File: config.mk
export PLATFORM = sky130hd
export DESIGN_NAME = system_mm_initiator
export DESIGN_NICKNAME = d
export VERILOG_FILES = /design/src/rtl/system_mm_pkg.sv /design/src/rtl/system_mm_initiator.sv
export SDC_FILE = /design/constraint.sdc
export NUM_CORES = 1
export LEC_CHECK = 0
export CORE_UTILIZATION = 45
export CTS_BUF_LIST = sky130_fd_sc_hd__clkbuf_4 sky130_fd_sc_hd__clkbuf_8
export DETAILED_ROUTE_END_ITERATION = 10
export GPL_ROUTABILITY_DRIVEN = 0
export PLACE_DENSITY = 0.92
export SETUP_SLACK_MARGIN = 0.3
export SLEW_MARGIN = 20
export SYNTH_ARGS = -nofsm -noshare
export SYNTH_HDL_FRONTEND = slang
export SYNTH_SLANG_ARGS = --single-unit
File: constraint.sdc
create_clock -name config_clk_clk -period 2.25 [get_ports config_clk_clk]
set_input_delay 0.5625 -clock config_clk_clk [delete_from_list [all_inputs] [get_ports config_clk_clk]]
set_output_delay 0.5625 -clock config_clk_clk [all_outputs]
set_load 0.02 [all_outputs]
File: src/rtl/system_mm_pkg.sv
// Shared types for the system_mm Avalon-MM initiator.
//   SMM_ADDR_W / SMM_DATA_W / SMM_BE_W : bus widths of the system_mm port
//   smm_init_state_t                   : initiator FSM states
//   smm_cmd_t                          : one captured host command
//   smm_rsp_t                          : one response returned to the host
package system_mm_pkg;

   localparam int SMM_ADDR_W = 13;
   localparam int SMM_DATA_W = 32;
   localparam int SMM_BE_W   = 4;

   typedef enum logic [1:0] {
      ST_IDLE,
      ST_REQ,
      ST_WAIT_RD,
      ST_RESP
   } smm_init_state_t;

   typedef struct packed {
      logic                  write;
      logic [SMM_ADDR_W-1:0] address;
      logic [SMM_DATA_W-1:0] writedata;
      logic [SMM_BE_W-1:0]   byteenable;
   } smm_cmd_t;

   typedef struct packed {
      logic [SMM_DATA_W-1:0] readdata;
      logic                  error;
   } smm_rsp_t;

endpackage

File: src/rtl/system_mm_initiator.sv
// Single-beat Avalon-MM initiator for the system manager's system_mm port.
// Accepts one command at a time on a valid/ready stream, runs it on the bus
// (honouring waitrequest, collecting readdatavalid), and returns one response
// on a valid/ready stream. A cycle timeout recovers from a hung responder.
//   config_clk_clk / config_rst_reset : clock, synchronous active-high reset
//   cmd_*                             : command stream (host -> initiator)
//   rsp_*                             : response stream (initiator -> host)
//   stray_rdv                         : sticky, readdatavalid with no read pending
//   system_mm_*                       : Avalon-MM initiator port
module system_mm_initiator
   import system_mm_pkg::*;
#(
   parameter int unsigned           TIMEOUT_CYCLES = 1024,
   parameter logic [SMM_DATA_W-1:0] ERR_DATA       = 32'hDEAD_BEEF
) (
   input  logic                  config_clk_clk,
   input  logic                  config_rst_reset,
   input  logic                  cmd_valid,
   output logic                  cmd_ready,
   input  logic                  cmd_write,
   input  logic [SMM_ADDR_W-1:0] cmd_address,
   input  logic [SMM_DATA_W-1:0] cmd_writedata,
   input  logic [SMM_BE_W-1:0]   cmd_byteenable,
   output logic                  rsp_valid,
   input  logic                  rsp_ready,
   output logic [SMM_DATA_W-1:0] rsp_readdata,
   output logic                  rsp_error,
   output logic                  stray_rdv,
   input  logic                  system_mm_waitrequest,
   input  logic [SMM_DATA_W-1:0] system_mm_readdata,
   input  logic                  system_mm_readdatavalid,
   output logic [SMM_ADDR_W-1:0] system_mm_address,
   output logic [SMM_DATA_W-1:0] system_mm_writedata,
   output logic [SMM_BE_W-1:0]   system_mm_byteenable,
   output logic                  system_mm_write,
   output logic                  system_mm_read,
   output logic                  system_mm_burstcount,
   output logic                  system_mm_debugaccess
);

   localparam bit TO_EN = (TIMEOUT_CYCLES != 0);
   localparam int CNT_W = (TIMEOUT_CYCLES > 0) ? $clog2(TIMEOUT_CYCLES + 1) : 1;
   // The counter holds 0 in the first REQ cycle, so reaching TIMEOUT_CYCLES-1
   // means TIMEOUT_CYCLES bus cycles have elapsed.
   localparam logic [CNT_W-1:0] TO_LAST = TO_EN ? CNT_W'(TIMEOUT_CYCLES - 1) : '0;
   localparam logic [CNT_W-1:0] TO_MAX  = TO_EN ? CNT_W'(TIMEOUT_CYCLES)     : '0;

   smm_init_state_t state_reg, state_next;
   smm_cmd_t        cmd_reg;
   smm_cmd_t        cmd_in;
   smm_rsp_t        rsp_reg;
   logic            rd_reg, wr_reg;
   logic            stray_reg;
   logic [CNT_W-1:0] cnt_reg;
   logic            timeout_hit;
   logic            in_flight;

   assign cmd_in = '{write:      cmd_write,
                     address:    cmd_address,
                     writedata:  cmd_writedata,
                     byteenable: cmd_byteenable};

   assign in_flight = (state_reg == ST_REQ) || (state_reg == ST_WAIT_RD);

   // Next-state logic. In REQ and WAIT_RD the completion term is tested
   // before the timeout so a same-cycle completion wins.
   always_comb begin
      state_next  = state_reg;
      timeout_hit = TO_EN && in_flight && (cnt_reg >= TO_LAST);
      unique case (state_reg)
         ST_IDLE:    if (cmd_valid) state_next = ST_REQ;
         ST_REQ: begin
            if (!system_mm_waitrequest)
               state_next = cmd_reg.write ? ST_RESP : ST_WAIT_RD;
            else if (timeout_hit)
               state_next = ST_RESP;
         end
         ST_WAIT_RD: if (system_mm_readdatavalid || timeout_hit) state_next = ST_RESP;
         ST_RESP:    if (rsp_ready) state_next = ST_IDLE;
         default:    state_next = ST_IDLE;
      endcase
   end

   always_ff @(posedge config_clk_clk) begin
      if (config_rst_reset) state_reg <= ST_IDLE;
      else                  state_reg <= state_next;
   end

   always_ff @(posedge config_clk_clk) begin
      if (config_rst_reset) begin
         cmd_reg   <= '0;
         rsp_reg   <= '0;
         rd_reg    <= 1'b0;
         wr_reg    <= 1'b0;
         stray_reg <= 1'b0;
         cnt_reg   <= '0;
      end else begin
         // Saturating so a read accepted on the timeout edge still times
         // out one cycle later rather than wrapping.
         if (TO_EN && in_flight && (cnt_reg != TO_MAX))
            cnt_reg <= cnt_reg + CNT_W'(1);

         // Only WAIT_RD expects read data; anything else is dropped and
         // flagged, including late data for a read that already timed out.
         if (system_mm_readdatavalid && (state_reg != ST_WAIT_RD))
            stray_reg <= 1'b1;

         unique case (state_reg)
            ST_IDLE: begin
               if (cmd_valid) begin
                  cmd_reg <= cmd_in;
                  rd_reg  <= !cmd_write;
                  wr_reg  <= cmd_write;
                  cnt_reg <= '0;
               end
            end
            ST_REQ: begin
               if (!system_mm_waitrequest) begin
                  rd_reg <= 1'b0;
                  wr_reg <= 1'b0;
                  if (cmd_reg.write)
                     rsp_reg <= '{readdata: '0, error: 1'b0};
               end else if (timeout_hit) begin
                  rd_reg  <= 1'b0;
                  wr_reg  <= 1'b0;
                  rsp_reg <= '{readdata: (cmd_reg.write ? '0 : ERR_DATA), error: 1'b1};
               end
            end
            ST_WAIT_RD: begin
               if (system_mm_readdatavalid)
                  rsp_reg <= '{readdata: system_mm_readdata, error: 1'b0};
               else if (timeout_hit)
                  rsp_reg <= '{readdata: ERR_DATA, error: 1'b1};
            end
            default: ;
         endcase
      end
   end

   assign cmd_ready             = (state_reg == ST_IDLE);
   assign rsp_valid             = (state_reg == ST_RESP);
   assign rsp_readdata          = rsp_reg.readdata;
   assign rsp_error             = rsp_reg.error;
   assign stray_rdv             = stray_reg;
   assign system_mm_address     = cmd_reg.address;
   assign system_mm_writedata   = cmd_reg.writedata;
   assign system_mm_byteenable  = cmd_reg.byteenable;
   assign system_mm_write       = wr_reg;
   assign system_mm_read        = rd_reg;
   assign system_mm_burstcount  = 1'b1;
   assign system_mm_debugaccess = 1'b0;

endmodule
# == Yosys cells after proc, flatten, opt, wreduce, memory -nomap -nowiden ==
# Index checks and enable logic that the tools add are counted.
# op_classes
add_sub_neg,1
order_cmp,1
eq_ne,11
n_mux,23
n_reduce_logical,13
# ops
operator,count
two-way mux 33 bit,5
case mux 33 bit (2 select lines),1
two-way mux 11 bit,3
two-way mux 32 bit,1
adder 11 x 1 -> 11 bit (second input constant),1
greater-or-equal comparator 11 x 10 -> 1 bit (second input constant),1
inequality test 11 bit (second input constant),1
two-way mux 2 bit,5
inequality test 3 bit (second input constant),3
case mux 2 bit (4 select lines),1
AND reduction 4 bit,2
two-way mux 1 bit,5
equality test 2 bit (second input constant),2
inequality test 2 x 1 -> 1 bit (second input constant),2
inequality test 2 bit (second input constant),2
case mux 1 bit (2 select lines),2
nonzero test 2 bit,2
logical AND 1 bit,3
AND reduction 3 bit,1
equality test 2 x 1 -> 1 bit (second input constant),1
zero test 2 bit,1
logical OR 1 bit,2
AND reduction 2 bit,1
zero test 1 bit,1
# totals
reg_bits,99

# == Depth between registers and ports, before layout ==
# logic_depth
word_depth,6
mapped_depth,9
depth_no_buf,7

# == Worst setup path before layout ==
# OpenSTA, ideal clock, no wires.
# synth_path
path_type,reg-to-reg
start,reg state_reg[0]
end,"reg rsp_reg, in the netlist rsp_readdata[10]"
setup_time_ps,87
t_arrival_ps,1938
required_time_ps,2163
path_slack_ps,225
path_stages_with_launch,10
n_path_buf,2
synth_period_minus_slack_ps,2025
cell_sequence,dfxtp_1 -> inv_1 -> ha_1 -> nor2b_1 -> a21oi_2 -> o22ai_1 -> or3b_1 -> buf_2 -> buf_6 -> a221oi_2
# synth_between
elab_chain_len,5
# synth_lines
item,line,rtl
from (decl),system_mm_initiator.sv:48,"smm_init_state_t state_reg, state_next;"
from (signal assigned),system_mm_initiator.sv:86,else state_reg <= state_next;
equality test 2 x 1 -> 1 bit or equality test 2 bit (tied branches),"system_mm_initiator.sv:63, system_mm_initiator.sv:108",
logical OR 1 bit,system_mm_initiator.sv:63,assign in_flight = (state_reg == ST_REQ) || (state_reg == ST_WAIT_RD);
logical AND 1 bit,system_mm_initiator.sv:69,timeout_hit = TO_EN && in_flight && (cnt_reg >= TO_LAST);
inequality test 3 bit (no line),n/a,
AND reduction 4 bit (no line),n/a,
to (signal assigned),system_mm_initiator.sv:122,"rsp_reg <= '{readdata: '0, error: 1'b0};"
to (signal assigned),system_mm_initiator.sv:126,"rsp_reg <= '{readdata: (cmd_reg.write ? '0 : ERR_DATA), error: 1'b1};"
to (signal assigned),system_mm_initiator.sv:131,"rsp_reg <= '{readdata: system_mm_readdata, error: 1'b0};"
to (decl),system_mm_initiator.sv:51,smm_rsp_t rsp_reg;
# Several ways; a longest one is shown, not always the timed one.
# A chain may end at the register's enable or synchronous reset.

# == Worst setup path in the final report ==
# layout_path
start,reg state_reg[0]
end,"reg rsp_reg, in the netlist rsp_readdata[31]"
# The elaborated chain is that of the path after synthesis.

==> out/results.tsv <==
metric	value	unit
crit_type	flop to flop	
syn_nets	626	
core_area	0.00942	mm^2
clkLatencyLatePin	0.35	ns
period_minus_slack	2.02	ns
syn_to_final_growth	45.2	%
fin_total_pwr	7.91	mW
die_area	0.0103	mm^2
p_per_area	1220	mW/mm^2
drtAntennaViolNets	0	
io_pins	177	
rr_worst_depth	9	
cts_sinks	99	
netlist_area	0.00446	mm^2
startpoint_type	flop	
min_period_over_period	89.6	%
rows	35	
crit_start	state_reg[0]	
vias	3998	
fillerInstances	707	
final_core_util	68.9	%
min-delay-start	system_mm_writedata[31]	
hpwl	8510	um
num_antenna_cells	0	
cts_tree	done	
vias_per_cell	5.04	
tightest_slew	0.513	ns
drive_above_1_share	13.1	%
hold_path.class	flop to flop	
wl_per_cell	14.9	um
chipHeight	102	um
clkTransAtPathRegs	0.11	ns
grt-ovfl-total	0	
max_slew_margin	65.3	%
synth_area_per_cell	8.39	um^2
grt_pass1_vias	3901	
grt_max_degree	51	
drv_slew	0	
leakagePower	2.46	nW
synth_top_area_share	44.4	%
crit_arrival	2.29	ns
clock_skew	0.0145	ns
drc	0	
async_flop_share	0	%
synth_seq_cells	99	
synth.top_cells.by_area	dfxtp_1 (44%), nand2_1 (11%), buf_4 (8.6%), a221oi_2 (7.1%), a21oi_1 (6.4%)	
crit_required	2.52	ns
grt_pass1_wl	18100	um
cts_hold_buffers	0	
hold_path_end	system_mm_writedata[31]	
crit_fanout	7	
gr-usage-all-layers	22.0	%
start_util	47.4	%
ys_types	40	
max_freq	0.496	GHz
io_buffers	174	
cts_buffers	9	
ys.flop_type	dfxtp_1	
drt_iter0_markers	120	
outcome	completed	
setup.worst_path.end_class	flop	
root_buffer	clkbuf_8	
ys_seq_area_share	44.4	%
netlist_instances	532	
finalWirelength	11900	um
cts_max_path_buffers	2	
finalSetupViolations	0	
grt_setup_unrepaired	true	
antenna_found_initial	0	
cap_viol_max_count	0	
r2r_setup_slack	0.23	ns
yosys_warnings	0	
hold_depth	2	
fin_nets	754	
timing.rr.start	state_reg[0]	
yosysTopAreaCell	dfxtp_1	
first_pass_iters	5	
cts_max_level	3	
hold_violations	0	
synth_edf_count	0	
die_w	102	um
r2r-end	rsp_readdata[31]	
ir_drop	631	uV
==> cell type report <==
class                      instances  area [um^2]  share of cell area (%)
clock inverter                     7         60.1                   0.926
clock buffer                       9          124                    1.91
timing repair buffer             201         2090                    32.2
sequential                        99         1990                    30.7
multi-input combinational        314         1930                    29.7
inverter                          35          134                    2.06
tap                              129          161                    2.49
==> power by group <==
group | switching (mW) | internal, mW
registers | 0.265 | 2.22
clock network | 0.658 | 0.422
logic | 2.19 | 2.16
==> per-layer routing <==
metal	GRT usage [%]	vias up	wire, um
met2	38.9	118	6040
li1	-	1971	-
met3	4.00	18	669
met5	0	-	0
met1	26.6	1891	4950
met4	7.80	0	210
==> worst max-delay path by stage <==
stage	to	slack, ns	depth (start not counted)
2_1_floorplan	rsp_readdata[10]	0.32	9
3_3_place_gp	rsp_readdata[23]	-0.28	7
3_5_place_dp	rsp_readdata[28]	-0.40	7
4_1_cts	cmd_ready	0.20	3
5_1_grt	rsp_readdata[2]	0.18	8
6_report	rsp_readdata[31]	0.23	9
==> worst max-delay path: stages (launching register included) <==
cell,delay [ns]
dfxtp_4,0.39
inv_4,0.04
ha_4,0.15
nor2b_4,0.13
a21oi_4,0.14
a311o_2,0.14
or3b_4,0.45
buf_12,0.16
buf_16,0.13
a221oi_2,0.19
==> cells in the mapped netlist, types with 4 or more instances <==
library cell	n
a221oi_2	21
inv_1	35
nor2_1	15
nor3_1	4
mux2i_1	9
nand4_1	5
o21ai_0	30
xor2_1	6
buf_4	51
ha_1	6
dfxtp_1	99
a21oi_1	57
clkbuf_1	27
nand2_1	126
==> through the flow <==
stage                     TNS [ns]  std cells  hold WS (ns)  instance area, um^2  worst slack, ns
final                            0        794         0.460                 6480            0.235
after global routing             0        794         0.483                 6480            0.183
after CTS                        0        792         0.461                 6370            0.197
after detailed placement     -9.36        772         0.446                 6080           -0.401
after global placement       -6.75        772         0.441                 6080           -0.275
after floorplan                  0        532         0.437                 4500            0.321
==> kinds of logic (layout without fill, tap and decap cells) <==
family / Yosys count / in the layout / synth area share, %
flip-flops: 99 / 99 / 44.4
AND/OR/NAND/NOR: 166 / 166 / 15.7
other: 2 / 2 / 0.168
AO/OA/AOI/OAI: 123 / 123 / 19.6
XOR/XNOR: 8 / 8 / 1.57
multiplexers: 9 / 9 / 2.02
buffers and inverters: 119 / 252 / 14.9
adder cells (fa/ha/maj): 6 / 6 / 1.68
==> cells in the final DEF, fill, tap and decap left out, types with 3 or more instances in the layout <==
cell type	instances
dlymetal6s2s_1	5
nand4_1	5
buf_12	8
buf_4	14
a221oi_2	23
dfxtp_1	97
o21ai_0	30
nor2_1	15
clkbuf_8	9
xor2_1	6
nor3_1	4
clkdlybuf4s50_1	164
mux2i_1	9
inv_1	33
a21oi_1	57
buf_6	3
nand2_1	125
==> timing repair <==
item / in CTS / in global routing
pin swaps: 0 / 17
cloned: 1 / 1
endpoints found under the setup margin: 35 / 43
gates resized for setup: 16 / 22
setup buffers: 3 / 1
Note: power is estimated with default switching activity, not from simulation.
